### src/rtl/ccff_chain_programmer.sv
// Host-side configuration-chain loader: serialises bitstream words onto
// ccff_head and returns the bits leaving ccff_tail as readback words.
module ccff_chain_programmer #(
    parameter int CHAIN_LEN = 8,
    parameter int WORD_W    = 8,
    parameter int CNT_W     = 16
) (
    input  logic              prog_clk,
    input  logic              prog_reset_n,
    input  logic              start,
    input  logic [WORD_W-1:0] bs_data,
    input  logic              bs_valid,
    output logic              bs_ready,
    output logic              ccff_head,
    output logic              ccff_shift_en,
    input  logic              ccff_tail,
    output logic [WORD_W-1:0] rb_data,
    output logic              rb_valid,
    input  logic              rb_ready,
    output logic              busy,
    output logic              done
);

    localparam int IW = (WORD_W > 1) ? $clog2(WORD_W) : 1;
    localparam logic [IW-1:0]    IDX_LAST = IW'(WORD_W - 1);
    localparam logic [CNT_W-1:0] CNT_LAST = CNT_W'(CHAIN_LEN - 1);

    typedef enum logic [2:0] {
        S_IDLE,
        S_FETCH,
        S_SHIFT,
        S_FLUSH,
        S_DONE
    } state_e;

    state_e            state_q, state_d;
    logic [CNT_W-1:0]  cnt_q, cnt_d;
    logic [IW-1:0]     bit_idx_q, bit_idx_d;
    logic [WORD_W-1:0] word_q, word_d;
    logic [IW-1:0]     rb_idx_q, rb_idx_d;
    logic [WORD_W-1:0] rb_shift_q, rb_shift_d;
    logic [WORD_W-1:0] rb_data_q, rb_data_d;
    logic              rb_valid_q, rb_valid_d;

    logic              stall;
    logic              fire;
    logic [WORD_W-1:0] rb_word;

    // Hold the chain only when a completed word would overwrite one still pending
    assign stall = rb_valid_q && !rb_ready && (rb_idx_q == IDX_LAST);
    assign fire  = (state_q == S_SHIFT) && !stall;

    always_ff @(posedge prog_clk or negedge prog_reset_n) begin
        if (!prog_reset_n) begin
            state_q    <= S_IDLE;
            cnt_q      <= '0;
            bit_idx_q  <= '0;
            word_q     <= '0;
            rb_idx_q   <= '0;
            rb_shift_q <= '0;
            rb_data_q  <= '0;
            rb_valid_q <= 1'b0;
        end else begin
            state_q    <= state_d;
            cnt_q      <= cnt_d;
            bit_idx_q  <= bit_idx_d;
            word_q     <= word_d;
            rb_idx_q   <= rb_idx_d;
            rb_shift_q <= rb_shift_d;
            rb_data_q  <= rb_data_d;
            rb_valid_q <= rb_valid_d;
        end
    end

    always_comb begin
        state_d    = state_q;
        cnt_d      = cnt_q;
        bit_idx_d  = bit_idx_q;
        word_d     = word_q;
        rb_idx_d   = rb_idx_q;
        rb_shift_d = rb_shift_q;
        rb_data_d  = rb_data_q;
        rb_valid_d = rb_valid_q && !rb_ready;
        rb_word    = rb_shift_q;
        rb_word[rb_idx_q] = ccff_tail;

        unique case (state_q)
            S_IDLE: begin
                if (start) begin
                    state_d    = S_FETCH;
                    cnt_d      = '0;
                    rb_idx_d   = '0;
                    rb_shift_d = '0;
                end
            end
            S_FETCH: begin
                if (bs_valid) begin
                    word_d    = bs_data;
                    bit_idx_d = '0;
                    state_d   = S_SHIFT;
                end
            end
            S_SHIFT: begin
                if (fire) begin
                    cnt_d = cnt_q + CNT_W'(1);
                    if (rb_idx_q == IDX_LAST) begin
                        rb_data_d  = rb_word;
                        rb_valid_d = 1'b1;
                        rb_shift_d = '0;
                        rb_idx_d   = '0;
                    end else begin
                        rb_shift_d = rb_word;
                        rb_idx_d   = rb_idx_q + IW'(1);
                    end
                    if (cnt_q == CNT_LAST) begin
                        state_d = S_FLUSH;
                    end else if (bit_idx_q == IDX_LAST) begin
                        state_d = S_FETCH;
                    end else begin
                        bit_idx_d = bit_idx_q + IW'(1);
                    end
                end
            end
            S_FLUSH: begin
                // Upper bits of the partial word are already zero
                if (!rb_valid_q || rb_ready) begin
                    if (rb_idx_q != '0) begin
                        rb_data_d  = rb_shift_q;
                        rb_valid_d = 1'b1;
                        rb_idx_d   = '0;
                        rb_shift_d = '0;
                    end else begin
                        state_d = S_DONE;
                    end
                end
            end
            S_DONE: begin
                state_d = S_IDLE;
            end
            default: begin
                state_d = S_IDLE;
            end
        endcase
    end

    assign bs_ready      = (state_q == S_FETCH);
    assign ccff_shift_en = fire;
    assign ccff_head     = (state_q == S_SHIFT) && word_q[bit_idx_q];
    assign rb_data       = rb_data_q;
    assign rb_valid      = rb_valid_q;
    assign busy          = (state_q != S_IDLE);
    assign done          = (state_q == S_DONE);

endmodule

### config.mk
export PLATFORM = sky130hd
export DESIGN_NAME = ccff_chain_programmer
export DESIGN_NICKNAME = d
export VERILOG_FILES = /design/src/rtl/ccff_chain_programmer.sv
export SDC_FILE = /design/constraint.sdc
export NUM_CORES = 1
export LEC_CHECK = 0
export ABC_AREA = 0
export ABC_CLOCK_PERIOD_IN_PS = 2320
export BUFFER_PORTS_ARGS = -buffer_cell sky130_fd_sc_hd__buf_4
export CORE_ASPECT_RATIO = 1.1
export CORE_MARGIN = 5
export CORE_UTILIZATION = 39
export DETAILED_ROUTE_END_ITERATION = 8
export HOLD_SLACK_MARGIN = 0.15
export PLACE_DENSITY_LB_ADDON = 0.2
export SYNTH_ARGS = -nofsm -noshare
export SYNTH_HDL_FRONTEND = slang
export SYNTH_SLANG_ARGS = --single-unit
### constraint.sdc
create_clock -name prog_clk -period 2.32 [get_ports prog_clk]
set_clock_uncertainty 0.1 [all_clocks]
set_input_delay 0.232 -clock prog_clk [delete_from_list [all_inputs] [get_ports prog_clk]]
set_output_delay 0.232 -clock prog_clk [all_outputs]
set_load 0.05 [all_outputs]
# --- Word-level counts from Yosys, hierarchy flattened ---
# Cells that the tools add are included.
# W data, S select, Z words.
op_classes:
  n_addsub: 3
  order_cmp: 3
  eq_ne: 17
  n_mux: 43
  reduce_logical: 22
op_table:
  columns: ["cell", "n"]
  rows:
  - ["$mux W8", 9]
  - ["$mux W3", 16]
  - ["$mux W16", 2]
  - ["$pmux W16 S2", 1]
  - ["$pmux W8 S3", 1]
  - ["$add A16 B1 Y16 const B", 1]
  - ["$eq A16 B3 Y1 const B", 1]
  - ["$ne A2 B2 Y1 const B", 8]
  - ["$pmux W8 S2", 1]
  - ["$reduce_and A5 Y1", 3]
  - ["$pmux W3 S4", 1]
  - ["$eq A3 B3 Y1 const B", 3]
  - ["$pmux W3 S3", 1]
  - ["$reduce_bool A3 Y1", 3]
  - ["$bwmux W8", 1]
  - ["$lt A3 B4 Y1 const B", 2]
  - ["$add A3 B1 Y3 const B", 2]
  - ["$eq A3 B2 Y1 const B", 2]
  - ["$mux W1", 6]
  - ["$pmux W3 S2", 1]
  - ["$reduce_and A6 Y1", 1]
  - ["$reduce_bool A2 Y1", 3]
  - ["$logic_and A1 B1 Y1", 5]
  - ["$bmux W1 S3", 1]
  - ["other kinds (11)", 13]
word_totals:
  regBits: 50
  in_bits: 14
  out_inout_bits: 14
  wordCells: 96

# --- Logic depth before layout (Yosys ltp) ---
logic_depth:
  ltp_word: 8
  ltp_mapped: 8
  mapped_depth_nobuf: 6

# --- Worst setup path after synthesis ---
# No wires, ideal clock.
synth_path:
  path_type: "reg-to-reg"
  start: "reg state_q[2]"
  end: "reg cnt_q[0]"
  setup_time_ps: 70
  t_arrival_ps: 2091
  t_required_ps: 2150
  slack_ps: 59
  path_stages_with_launch: 5
  n_path_buf: 1
  synth_period_minus_slack_ps: 2261
  cell_sequence: "dfrtp_1 or3b_1 buf_2 a21oi_1 mux2_2"
synth_between:
  elab_chain_len: 4
  elab_cells_between_ends: 8
  cone_classes: "eq/ne: 3; mux: 1; reduce/logical: 4"
synth_rtl:
  columns: ["item", "line_no", "text"]
  rows:
  - ["from (decl)", "36", "state_e state_q, state_d;"]
  - ["from (signal assigned)", "64", "state_q <= state_d;"]
  - ["$eq A3 B2 Y1", "51", "assign fire = (state_q == S_SHIFT) && !stall;"]
  - ["$logic_and A1 B1 Y1", "51", null]
  - ["net ccff_shift_en", "15", "output logic ccff_shift_en,"]
  - ["$ne A2 B2 Y1 (no line)", null, null]
  - ["$reduce_and A3 Y1 (no line)", null, null]
  - ["to (signal assigned)", "65", "cnt_q <= cnt_d;"]
  - ["to (decl)", "37", "logic [CNT_W-1:0] cnt_q, cnt_d;"]
# The timed path passes the listed nets, and every way through them passes these cells.
# A chain may end at the register's enable or synchronous reset.

# --- Worst setup path after layout ---
layout_path:
  start: "reg state_q[2]"
  end: "out ccff_shift_en"
layout_between:
  elab_chain_len: 2
layout_rtl:
  columns: ["item", "line_no"]
  rows:
  - ["$eq A3 B2 Y1", "51"]
  - ["$logic_and A1 B1 Y1", "51"]
  - ["to (decl)", "15"]
# No other way between the ends.

==> run_results.csv <==
group,metric,value,unit
floorplanning,core-area,6930,um^2
worst_hold_path,hold_end,"rb_data[5]",
sta,rsz0062_at_grt,"false",
clock_network,root_buffer,"clkbuf_8",
sta,setup_tns,0,ns
layout,fin_nets,333,
setup_path,crit_family,"simple AND/OR/NAND/NOR gates",
setup_path,critPathKind,"reg2out",
setup_path,max_stage_delay,0.57,ns
setup_path,crit_slowest_cell,"or3b_1",
layout,final_cell_mix,"50 x dfrtp_1, 37 x buf_4, 18 x a21oi_1",
sta,worst_pin_slew,0.653,ns
logic_synthesis,synth_edf_count,0,
sta,max_slew_margin,56.5,%
floorplanning,rows,32,
floorplanning,fp.dieH,97.8,um
sta,setup_viol,0,
logic_synthesis,syn-num-nets,293,
clock_network,clk_pin_slew,0.10,ns
floorplanning,start_util,39.5,%
detailed_routing,vias_per_cell,5.58,
worst_hold_path,hold_start,"ccff_tail",
power_and_ir_drop,leakagePower,1.41,nW
layout,final_common_cell,"dfrtp_1",
logic_synthesis,synthFlopType,"dfrtp_1",
detailed_routing,vias,2226,
logic_synthesis,synth_cell_types,52,
clock_network,clock_latency,0.31,ns
power_and_ir_drop,vdd_drop_max,885,uV
run,maxCapViolations,0,
clock_network,numCtsBuffers,5,
setup_path,startpoint,"state_q[2]",
global_routing,grt_start_max_net_pins,51,
setup_path,r2r_setup_slack,0.22,ns
detailed_routing,detail_route.wl_per_cell,15.2,um
detailed_routing,drt_wl_total,6050,um
global_routing,grtUsageTotal,14.5,%
floorplanning,die_area,8780,um^2
run_status,status,"complete, no violations",
detailed_routing,drc_errors,0,
placed_design,portBuffers,27,
detailed_routing,wl_met3,156,um
power_and_ir_drop,powerDensity,1220,nW/um^2
layout,antenna_cells,0,
logic_synthesis,ys_ff_latch,50,
detailed_routing,drt_iter0_markers,84,
global_routing,grt_pass1_wl,10800,um
global_routing,grt_overflow,0,
detailed_routing,met1_length,2700,um
clock_network,cts_tree,"done",
setup_path,rr_worst_depth,6,
setup_path,crit_path_start_kind,"register",
layout,nFillCells,674,
setup_path,r2r_start,"rb_idx_q[1]",
logic_synthesis,synth_seq_area_share,45.8,%
setup_path,critical_path_buf_inv_count,1,
floorplanning,ios,28,
logic_synthesis,yosys_warnings,0,
setup_path,arrival,1.83,ns
setup_path,r2r_end,"cnt_q[13]",
logic_synthesis,syn_area,2730,um^2
detailed_routing,routed.top_layer,"met4",
sta,maxSlewViolCount,0,
global_routing,grt_pass1_vias,2258,
floorplanning,die_w,89.8,um
logic_synthesis,syn_area_per_cell,10.0,um^2
setup_path,worst-endpoint-required,1.99,ns
logic_synthesis,synth_cells,273,
detailed_routing,dr.pass1.iters,4,
detailed_routing,wl_met2,3070,um
worst_hold_path,hold_class,"in2reg",
sta,min_period,2.16,ns
sta,hold_slack,0.208,ns
clock_network,h-tree-depth,2,
layout,area_delta_synth_final,18.7,%
sta,hold_viol,0,
clock_network,ctsLongestPathBuffers,2,
sta,max_freq,463,MHz
setup_path,crit_fanout,10,
placed_design,globalplace.congestion,0.758,
clock_network,clock_sinks,50,
logic_synthesis,async_flop_share,100,%
placed_design,hpwl,4370,um
worst_hold_path,min_path_cells,3,
layout,layout-drive-gt1-share,18.5,%
global_routing,antenna_found_initial,0,
setup_path,crit_chain,"or3b_1 > a21oi_2 > buf_4",
setup_path,end_kind,"output pin",
sta,fin_crit_sh,93.1,%
detailed_routing,antenna_left,0,
timing repair:
item | in CTS | in global routing
gates resized for setup | 0 | 1
hold buffers | 9 | 0
setup buffers | 0 | 0
endpoints found under the setup margin | 0 | 1
hold endpoints to repair | 58 | 0
layer usage:
layer	up-vias	GRT usage [%]
li1	1093	-
met1	1093	18.3
met2	29	24.8
met3	11	2.62
met4	0	5.47
met5	-	0
kinds of logic (layout without fill, tap and decap cells):
kind of cell / Yosys count / after routing / synth area share (%)
and+or+nand+nor: 105 / 105 / 22.6
AOI/OAI and AO/OA: 59 / 59 / 14.1
DFF: 50 / 50 / 45.8
buffers and inverters: 28 / 69 / 4.26
muxes: 24 / 24 / 10.2
adders and majority gates: 6 / 6 / 2.75
xor gates and xnor gates: 1 / 1 / 0.321
cells in the mapped netlist, drive strengths merged (3+ instances only):
cell type | count | area share [%]
a21oi | 19 | 3.5
a31oi | 3 | 0.69
and3 | 5 | 1.1
buf | 6 | 1.1
clkbuf | 7 | 1.1
dfrtp | 50 | 46
ha | 6 | 2.7
inv | 15 | 2.1
mux2 | 10 | 4.1
mux2i | 12 | 4.4
nand2 | 14 | 1.9
nand2b | 4 | 0.92
nand3 | 14 | 2.7
nand4 | 6 | 1.4
nor2 | 15 | 2.4
nor2b | 3 | 0.69
nor3 | 8 | 1.5
nor4 | 4 | 1.5
o211ai | 6 | 1.6
o21ai | 10 | 1.8
o221ai | 8 | 2.6
o31ai | 3 | 0.82
or2 | 6 | 1.4
or3 | 10 | 2.3
or4 | 3 | 0.82
sequential cells by signal (all words and copies together), names as in the netlist:
| register | cells |
|---|---|
| cnt_q | 16 |
| rb_data | 8 |
| bit_idx_q | 3 |
| word_q | 8 |
| rb_shift_q | 8 |
| rb_idx_q | 3 |
| state_q | 3 |
| rb_valid | 1 |
metrics by stage:
stage / instances / setup slack [ns] / cell area (um^2) / total power, mW / util (%)
global placement: 382 / 0.261 / 3060 / 3.42 / 44.2
floorplan: 273 / 0.0587 / 2730 / 2.83 / -
detailed placement: 382 / 0.215 / 3060 / 3.45 / 44.2
finish: 399 / 0.161 / 3240 / 3.94 / 46.8
CTS: 399 / 0.0136 / 3240 / 3.98 / 46.8
global route: 399 / 0.0590 / 3240 / 4.22 / 46.8
power by group:
group | total [mW] | switching (mW) | internal [mW]
Sequential | 1.35 | 0.210 | 1.14
Clock | 0.518 | 0.304 | 0.214
Combinational | 2.08 | 1.31 | 0.766
Total | 3.94 | 1.83 | 2.12
worst max-delay path by stage:
stage	to	slack [ns]	depth (start not counted)
finish	ccff_shift_en	0.16	3
global route	ccff_shift_en	0.06	3
CTS	ccff_shift_en	0.01	3
detailed placement	cnt_q[13]	0.22	6
global placement	cnt_q[13]	0.26	6
floorplan	cnt_q[0]	0.06	4
cell type report:
class / count / area, um^2 / area share, %
clock buffers: 6 / 72.6 / 2.24
clock inverters: 2 / 13.8 / 0.424
inverters: 15 / 56.3 / 1.74
multi-input cells: 195 / 1380 / 42.4
flip-flops and latches: 50 / 1250 / 38.6
well taps: 85 / 106 / 3.28
repair buffers: 46 / 368 / 11.3
worst reg2reg max path, cell delays in order, from the launching register on:
cell      delay, ns
dfrtp_1        0.45
ha_1           0.21
ha_1           0.19
nand4b_1       0.17
nand3_2        0.18
or4_1          0.58
mux2i_1        0.13
Power figures use the tool's default switching activity.
